**config.mk**
```make
export PLATFORM = sky130hd
export DESIGN_NAME = gshare_predictor
export DESIGN_NICKNAME = d
export VERILOG_FILES = /design/src/rtl/bpu_pkg.sv /design/src/rtl/bpu_ctr_table.sv /design/src/rtl/gshare_predictor.sv
export SDC_FILE = /design/constraint.sdc
export NUM_CORES = 1
export LEC_CHECK = 0
export BUFFER_PORTS_ARGS = -buffer_cell sky130_fd_sc_hd__buf_2
export CORE_UTILIZATION = 45
export DETAILED_ROUTE_END_ITERATION = 6
export PLACE_DENSITY = 0.69
export SYNTH_ARGS = -nofsm -noshare
export SYNTH_HDL_FRONTEND = slang
export SYNTH_SLANG_ARGS = --single-unit
```
**constraint.sdc**
```tcl
create_clock -name clk -period 4.8 [get_ports clk]
set_input_delay 0.24 -clock clk [delete_from_list [all_inputs] [get_ports clk]]
set_output_delay 0.24 -clock clk [all_outputs]
set_load 0.03 [all_outputs]
```
**src/rtl/bpu_pkg.sv**
```systemverilog
// Shared branch-prediction helpers: FSM state type, counter init value and
// saturating counter arithmetic, reused by the gshare predictor and the BTB.
package bpu_pkg;

    typedef enum logic {
        INIT,
        RUN
    } bpu_state_t;

    function automatic int idx_width(input int entries);
        return $clog2(entries);
    endfunction

    // Weakly not-taken: one step below the taken threshold.
    function automatic logic [3:0] ctr_init(input int ctr_w);
        return 4'((1 << (ctr_w - 1)) - 1);
    endfunction

    function automatic logic [3:0] ctr_inc(input logic [3:0] value, input int ctr_w);
        return (int'(value) >= ((1 << ctr_w) - 1)) ? value : value + 4'd1;
    endfunction

    function automatic logic [3:0] ctr_dec(input logic [3:0] value);
        return (value == 4'd0) ? value : value - 4'd1;
    endfunction

endpackage

```
**src/rtl/bpu_ctr_table.sv**
```systemverilog
// Saturating-counter table: one combinational read port, one read-modify-write
// update port, and a clear port used by the post-reset sweep. Storage is not reset.
module bpu_ctr_table
    import bpu_pkg::*;
#(
    parameter int ENTRIES = 32,
    parameter int CTR_W = 2,
    localparam int IDX_W = idx_width(ENTRIES)
) (
    input  logic             clk,
    input  logic [IDX_W-1:0] rd_idx,
    output logic [CTR_W-1:0] rd_data,
    input  logic             wr_en,
    input  logic [IDX_W-1:0] wr_idx,
    input  logic             wr_taken,
    input  logic             clr_en,
    input  logic [IDX_W-1:0] clr_idx
);

    logic [CTR_W-1:0] mem [ENTRIES];
    logic [CTR_W-1:0] wr_cur;
    logic [CTR_W-1:0] wr_next;

    assign rd_data = mem[rd_idx];
    assign wr_cur  = mem[wr_idx];
    assign wr_next = wr_taken ? CTR_W'(ctr_inc(4'(wr_cur), CTR_W))
                              : CTR_W'(ctr_dec(4'(wr_cur)));

    // The sweep owns the table while it runs; updates are only enabled afterwards.
    always_ff @(posedge clk) begin
        if (clr_en) begin
            mem[clr_idx] <= CTR_W'(ctr_init(CTR_W));
        end else if (wr_en) begin
            mem[wr_idx] <= wr_next;
        end
    end

endmodule

```
**src/rtl/gshare_predictor.sv**
```systemverilog
// gshare direction predictor: PC XOR global history indexes a counter table;
// history is shifted speculatively at lookup and repaired on a mispredict.
module gshare_predictor
    import bpu_pkg::*;
#(
    parameter int ENTRIES = 32,
    parameter int CTR_W = 2,
    parameter int GHR_W = 5,
    parameter int PC_LSB = 2,
    localparam int IDX_W = idx_width(ENTRIES)
) (
    input  logic             clk,
    input  logic             rst,
    output logic             ready,
    input  logic             lookup_valid,
    input  logic [31:0]      lookup_pc,
    output logic             pred_taken,
    output logic [IDX_W-1:0] pred_idx,
    output logic [GHR_W-1:0] pred_ghr,
    input  logic             update_valid,
    input  logic [IDX_W-1:0] update_idx,
    input  logic [GHR_W-1:0] update_ghr,
    input  logic             update_taken,
    input  logic             update_mispredict,
    output logic [GHR_W-1:0] ghr
);

    bpu_state_t       state;
    logic [IDX_W-1:0] clr_ptr;
    logic [IDX_W-1:0] lookup_idx;
    logic [CTR_W-1:0] rd_ctr;
    logic [GHR_W-1:0] spec_ghr;
    logic [GHR_W-1:0] repair_ghr;
    logic             unused_bits;

    assign lookup_idx = lookup_pc[PC_LSB +: IDX_W] ^ IDX_W'(ghr);
    assign pred_idx   = lookup_idx;
    assign pred_ghr   = ghr;
    assign pred_taken = ready & lookup_valid & rd_ctr[CTR_W-1];

    // Only a window of the PC and the low history bits feed the logic.
    assign unused_bits = &{1'b0, lookup_pc, update_ghr, 1'b0};

    generate
        if (GHR_W == 1) begin : g_ghr_one
            assign spec_ghr   = pred_taken;
            assign repair_ghr = update_taken;
        end else begin : g_ghr_wide
            assign spec_ghr   = {ghr[GHR_W-2:0], pred_taken};
            assign repair_ghr = {update_ghr[GHR_W-2:0], update_taken};
        end
    endgenerate

    bpu_ctr_table #(
        .ENTRIES (ENTRIES),
        .CTR_W   (CTR_W)
    ) u_table (
        .clk      (clk),
        .rd_idx   (lookup_idx),
        .rd_data  (rd_ctr),
        .wr_en    (ready & update_valid),
        .wr_idx   (update_idx),
        .wr_taken (update_taken),
        .clr_en   ((state == INIT) & ~rst),
        .clr_idx  (clr_ptr)
    );

    // Repair outranks the same cycle's speculative shift.
    always_ff @(posedge clk) begin
        if (rst) begin
            state   <= INIT;
            clr_ptr <= '0;
            ready   <= 1'b0;
            ghr     <= '0;
        end else begin
            case (state)
                INIT: begin
                    clr_ptr <= clr_ptr + IDX_W'(1);
                    if (clr_ptr == IDX_W'(ENTRIES - 1)) begin
                        state <= RUN;
                        ready <= 1'b1;
                    end
                end
                RUN: begin
                    if (update_valid && update_mispredict) begin
                        ghr <= repair_ghr;
                    end else if (lookup_valid) begin
                        ghr <= spec_ghr;
                    end
                end
                default: begin
                    state <= INIT;
                    ready <= 1'b0;
                end
            endcase
        end
    end

endmodule

```
After elaboration in Yosys (flattened, before gate mapping)
Memories as Yosys holds them, arrays and structs flattened.
Index checks and enable logic that the tools add are counted.
- flip-flop bits (word level): 12
- bits in writable memories: 64
- bits of input ports: 48
- output and inout port bits: 17
- word-level logic and storage cells: 38
- memories kept: 1
- memory list (name ; depth ; width ; rd ports ; clocked after memory_dff ; wr ports ; RTL line ; text):
    u_table.mem ; 32 ; 2 ; 2 ; 0 ; 1 ; bpu_ctr_table.sv:20 ; logic [CTR_W-1:0] mem [ENTRIES];
- $add $sub $neg: 3
- order comparisons: 1
- eq/ne operators: 1
- mux-type cells: 15
- bitwise operators: 7
- reductions and logical operators: 6
- operators by type and width (operator ; number):
    $mux W5 ; 3
    $mux W1 ; 8
    $mux W2 ; 4
    $add A5 B1 Y5 const B ; 1
    $eq A5 B5 Y1 const B ; 1
    $xor A5 B5 Y5 ; 1
    $and A1 B1 Y1 ; 4
    $reduce_and A2 Y1 ; 2
    $add A2 B1 Y2 const B ; 1
    $ge A2 B2 Y1 const B ; 1
    $logic_not A2 Y1 ; 1
    $not A1 Y1 ; 2
    $reduce_bool A2 Y1 ; 1
    $reduce_or A2 Y1 ; 1
    $sub A2 B1 Y2 const B ; 1
    $logic_and A1 B1 Y1 ; 1

Depth between registers and ports, before layout
- depth after elaboration: 6
- depth in mapped cells: 8
- gate-level depth less buffers: 7

Hierarchy
Synthesis repeated with hierarchy kept, for this count alone.
- cell total of the unflattened synthesis: 300
- area total of the unflattened synthesis: 4016.4 sq um
- modules (own cells, without submodules) (module ; times used ; cells an instance ; area an instance (sq um) ; seq. area each (sq um)):
    bpu_ctr_table ; 1 ; 228 ; 3379.5 ; 1921.8
    gshare_predictor ; 1 ; 72 ; 636.9 ; 240.2

Least setup slack after synthesis
Ideal clock, no wire load.
- path kind: input to register
- from: input port update_idx[2]
- to: memory u_table.mem[0][0] (data pin)
- setup time: 0.362 ns
- data arrival time: 2.421 ns
- data required time: 4.438 ns
- slack: 2.017 ns
- cell stages on the path: 8
- path buffers: 2
- cells stage by stage: buf_2 -> buf_2 -> mux4_2 -> mux2_2 -> o22ai_1 -> a211o_1 -> a21oi_1 -> o21ai_1
- word-level cells in the longest chain between the ends: 5
- elaborated cells between the ends (all ways): 9
- classes of those cells: 2 x add/sub; 1 x order compare; 4 x mux; 1 x reduce/logical; 1 x memory
- ends and longest elaborated chain (item ; RTL line ; text):
    start, declared ; gshare_predictor.sv:21 ; input logic [IDX_W-1:0] update_idx,
    $mem_v2 Z32 W2 (*) ; -- ;
    $sub A2 B1 Y2, or another cell as far along ; bpu_pkg.sv:24 ; return (value == 4'd0) ? value : value - 4'd1;
    $mux W2 (on tied branches) ; bpu_pkg.sv:24, bpu_pkg.sv:20 ;
    $mux W2 (*) ; bpu_ctr_table.sv:26 ; assign wr_next = wr_taken ? CTR_W'(ctr_inc(4'(wr_cur), CTR_W))
    $mux W2 (no line) (*) ; -- ;
    end, declared ; bpu_ctr_table.sv:20 ;
Every way passes the cells marked *; elsewhere a longest branch is shown, timed or not.

Worst setup path in the final report
- from: register ghr[1]
- to: output port pred_taken
- word-level cells in the longest chain between the ends: 3
- ends and longest elaborated chain (item ; RTL line ; text):
    start, declared ; gshare_predictor.sv:25 ; output logic [GHR_W-1:0] ghr
    start signal, assigned ; gshare_predictor.sv:86 ; ghr <= repair_ghr;
    start signal, assigned ; gshare_predictor.sv:88 ; ghr <= spec_ghr;
    $xor A5 B5 Y5 ; gshare_predictor.sv:36 ; assign lookup_idx = lookup_pc[PC_LSB +: IDX_W] ^ IDX_W'(ghr);
    $mem_v2 Z32 W2 ; -- ;
    $and A1 B1 Y1 ; gshare_predictor.sv:39 ; assign pred_taken = ready & lookup_valid & rd_ctr[CTR_W-1];
    end, declared ; gshare_predictor.sv:17 ; output logic pred_taken,
Every way passes these cells.

==> results.toml <==
[timing]
grt_setup_unrepaired = "false"
hold_viol = 0
slew_headroom_pct = 29.8
tightest_slew_ps = 1050
setup_tns_ps = 0
setup_viol = 0
fin_crit_sh_pct = 61.0
post-route-min-period_ps = 2930
slew_viol_final = 0
fmax_ghz = 0.342
clock_skew_ps = 9.59

[pwr]
cellPowerDensity_nw_per_um2 = 324
power_mw = 1.34
leakagePower_nw = 1.41
vdd_drop_max_mv = 0.155

[cells_and_area]
diodes = 0
area_growth_pct = 12.5
finish.instance_area_um2 = 4140
final_cells = 409
fin_nets = 352
fillers = 655
drive_above_1_share_pct = 25.7

[clock_tree]
htree_levels = 3
post_cts_resize_count = 0
ctsHoldBuffers = 0
clockBufferDepth = 2
cts_tree = "done"
clkSlewWorstSetupHoldPaths_ps = 80
cts_root_buf = "clkbuf_8"
clkLatencyLatePin_ps = 350
cts.sinks = 76
cts_setup_buffers = 0
cts_buffers = 9

[die]
start_util_pct = 47.1
io_pins = 65
core_um2 = 7810
die_w_um = 92.4
die_y_um = 92.4
die_area_um2 = 8530
rows = 32

[routing]
wl_met3_um = 542
drtIter0Drc = 137
wl_met2_um = 3720
drcViolationCount = 0
maxUsedRoutingLayer = "met4"
ant_nets = 0
viasPerCell = 5.76
wl_um = 7690
drt_pre_antenna_iters = 4
wl_met1_um = 3310
num_vias = 2357
avgRoutedWirePerCell_um = 18.8

[outcome]
outcome = "completed"

[grt]
first_global_vias = 2347
grt_use_total_pct = 19.6
grt_max_degree = 25
overflow = 0
grt_pass1_wl_um = 12300
grt_antenna_before_repair = 0

[logic_synthesis]
syn_area_um2 = 3680
ys_types = 37
ys_seq_elements = 76
syn_inst = 267
synth-main-ff-cell = "edfxtp_1"
synthArstFlopShare_pct = 0
synth_edf_count = 64
synth_warnings = 0
ys_seq_area_share_pct = 58.8
avgSynthCellArea_um2 = 13.8
syn_nets = 317

[critical_path]
cp.required_ps = 4560
r2r_slack_ps = 2100
crit_type = "register to output port"
start_kind = "register"
endpoint_kind = "output port"
crit_fanout = 9
crit_arrival_ps = 2690

[placement]
dp_hpwl_um = 5320
place_inst = 393
gp_congestion = 0.787
post_dp_cell_area_um2 = 3920
portBuffers = 36

[worst_hold_path]
min_path_type = "input pin to register"

[run]
cap_violations = 0
## where the power goes
| part | internal (mW) | switching (mW) | total [mW] |
|---|---|---|---|
| logic | 0.0387 | 0.0559 | 0.0945 |
| registers | 0.709 | 0.00440 | 0.714 |
| clock network | 0.293 | 0.240 | 0.533 |
## final timing paths
check,startpoint,to,cells after the start
setup / recovery,ghr[1]$_SDFFE_PP0P_,pred_taken,7
hold / removal,lookup_valid,ghr[0]$_SDFFE_PP0P_,3
setup reg to reg,u_table.mem[22][0]$_DFFE_PP_,u_table.mem[9][0]$_DFFE_PP_,7
hold reg to reg,ghr[4]$_SDFFE_PP0P_,ghr[4]$_SDFFE_PP0P_,2
## cells in the final DEF (no fill, tap or decap), drive strengths merged, types with 2 or more instances in the layout
| cell | netlist | final |
|---|---|---|
| and2 | 3 | 3 |
| a211oi | 2 | 2 |
| nand2 | 25 | 25 |
| nand3b | 2 | 2 |
| inv | 3 | 4 |
| a31oi | 2 | 2 |
| nor3 | 2 | 2 |
| edfxtp | 64 | 64 |
| bufinv | 0 | 2 |
| nand2b | 2 | 2 |
| nand4 | 2 | 2 |
| xor2 | 6 | 6 |
| clkbuf | 5 | 10 |
| and3 | 3 | 3 |
| o21ai | 6 | 6 |
| mux2 | 3 | 3 |
| ha | 2 | 2 |
| buf | 9 | 38 |
| mux2i | 8 | 8 |
| a21oi | 10 | 10 |
| xnor2 | 2 | 2 |
| dfxtp | 12 | 12 |
| clkinvlp | 0 | 2 |
| nor2b | 2 | 2 |
| nor2 | 57 | 57 |
| mux4 | 26 | 26 |
## critical path: stages, from the launching register on
cell and delay, ps:
dfxtp_1 410, xor2_1 760, mux4_1 460, nand2_1 110
a41oi_2 110, a21oi_1 220, nor2_1 80, buf_2 180
## cell families (layout without fill, tap and decap cells)
logic type	after synthesis	count (layout)	synth area share, %
AO/OA/AOI/OAI	26	26	4.43
XOR/XNOR	8	8	2.42
adder cells (fa/ha/maj)	2	2	0.681
buffers and inverters	17	57	2.55
flip-flops	76	76	58.8
multiplexers	37	37	19.5
AND/OR/NAND/NOR	101	101	11.6
## registers in the layout (all words and copies together) (netlist names)
name         cells
ghr              5
u_table.mem     64
ready            1
state            1
clr_ptr          5
## cell usage after synthesis, drive strengths merged, types with 2 or more instances
master | instances | area (um2)
a211oi | 2 | 15.0
a21oi | 10 | 50.1
a31oi | 2 | 12.5
and2 | 3 | 18.8
and3 | 3 | 18.8
buf | 9 | 63.8
clkbuf | 5 | 18.8
dfxtp | 12 | 240
edfxtp | 64 | 1920
ha | 2 | 25.0
inv | 3 | 11.3
mux2 | 3 | 33.8
mux2i | 8 | 80.1
mux4 | 26 | 604
nand2 | 25 | 93.8
nand2b | 2 | 12.5
nand3b | 2 | 15.0
nand4 | 2 | 12.5
nor2 | 57 | 214
nor2b | 2 | 12.5
nor3 | 2 | 10.0
o21ai | 6 | 30.0
xnor2 | 2 | 17.5
xor2 | 6 | 71.3
## routing by layer
layer / vias to the layer above / global-route usage (%)
li1: 1076 / -
met1: 1163 / 25.6
met2: 108 / 31.8
met3: 10 / 3.12
met4: 0 / 10.0
met5: - / 0
## stage by stage
step / hold slack (ps) / utilization [%] / worst slack, ps
after detailed placement: 537 / 50.2 / 1630
after floorplan: 312 / - / 2020
after CTS: 187 / 53.0 / 1850
final: 197 / 53.0 / 1870
after global placement: 507 / 50.2 / 1700
after global routing: 220 / 53.0 / 1750
## layout make-up
class                           count  area [um2]  share of cell area, %
Sequential cell                    76        2160                   52.3
Multi-Input combinational cell    174        1420                   34.4
Timing Repair Buffer               38         195                   4.72
Clock buffer                       10         128                   3.09
Tap cell                          102         128                   3.09
Clock inverter                      6        87.6                   2.12
Inverter                            3        11.3                  0.272
Note: power is estimated with default switching activity, not from simulation.
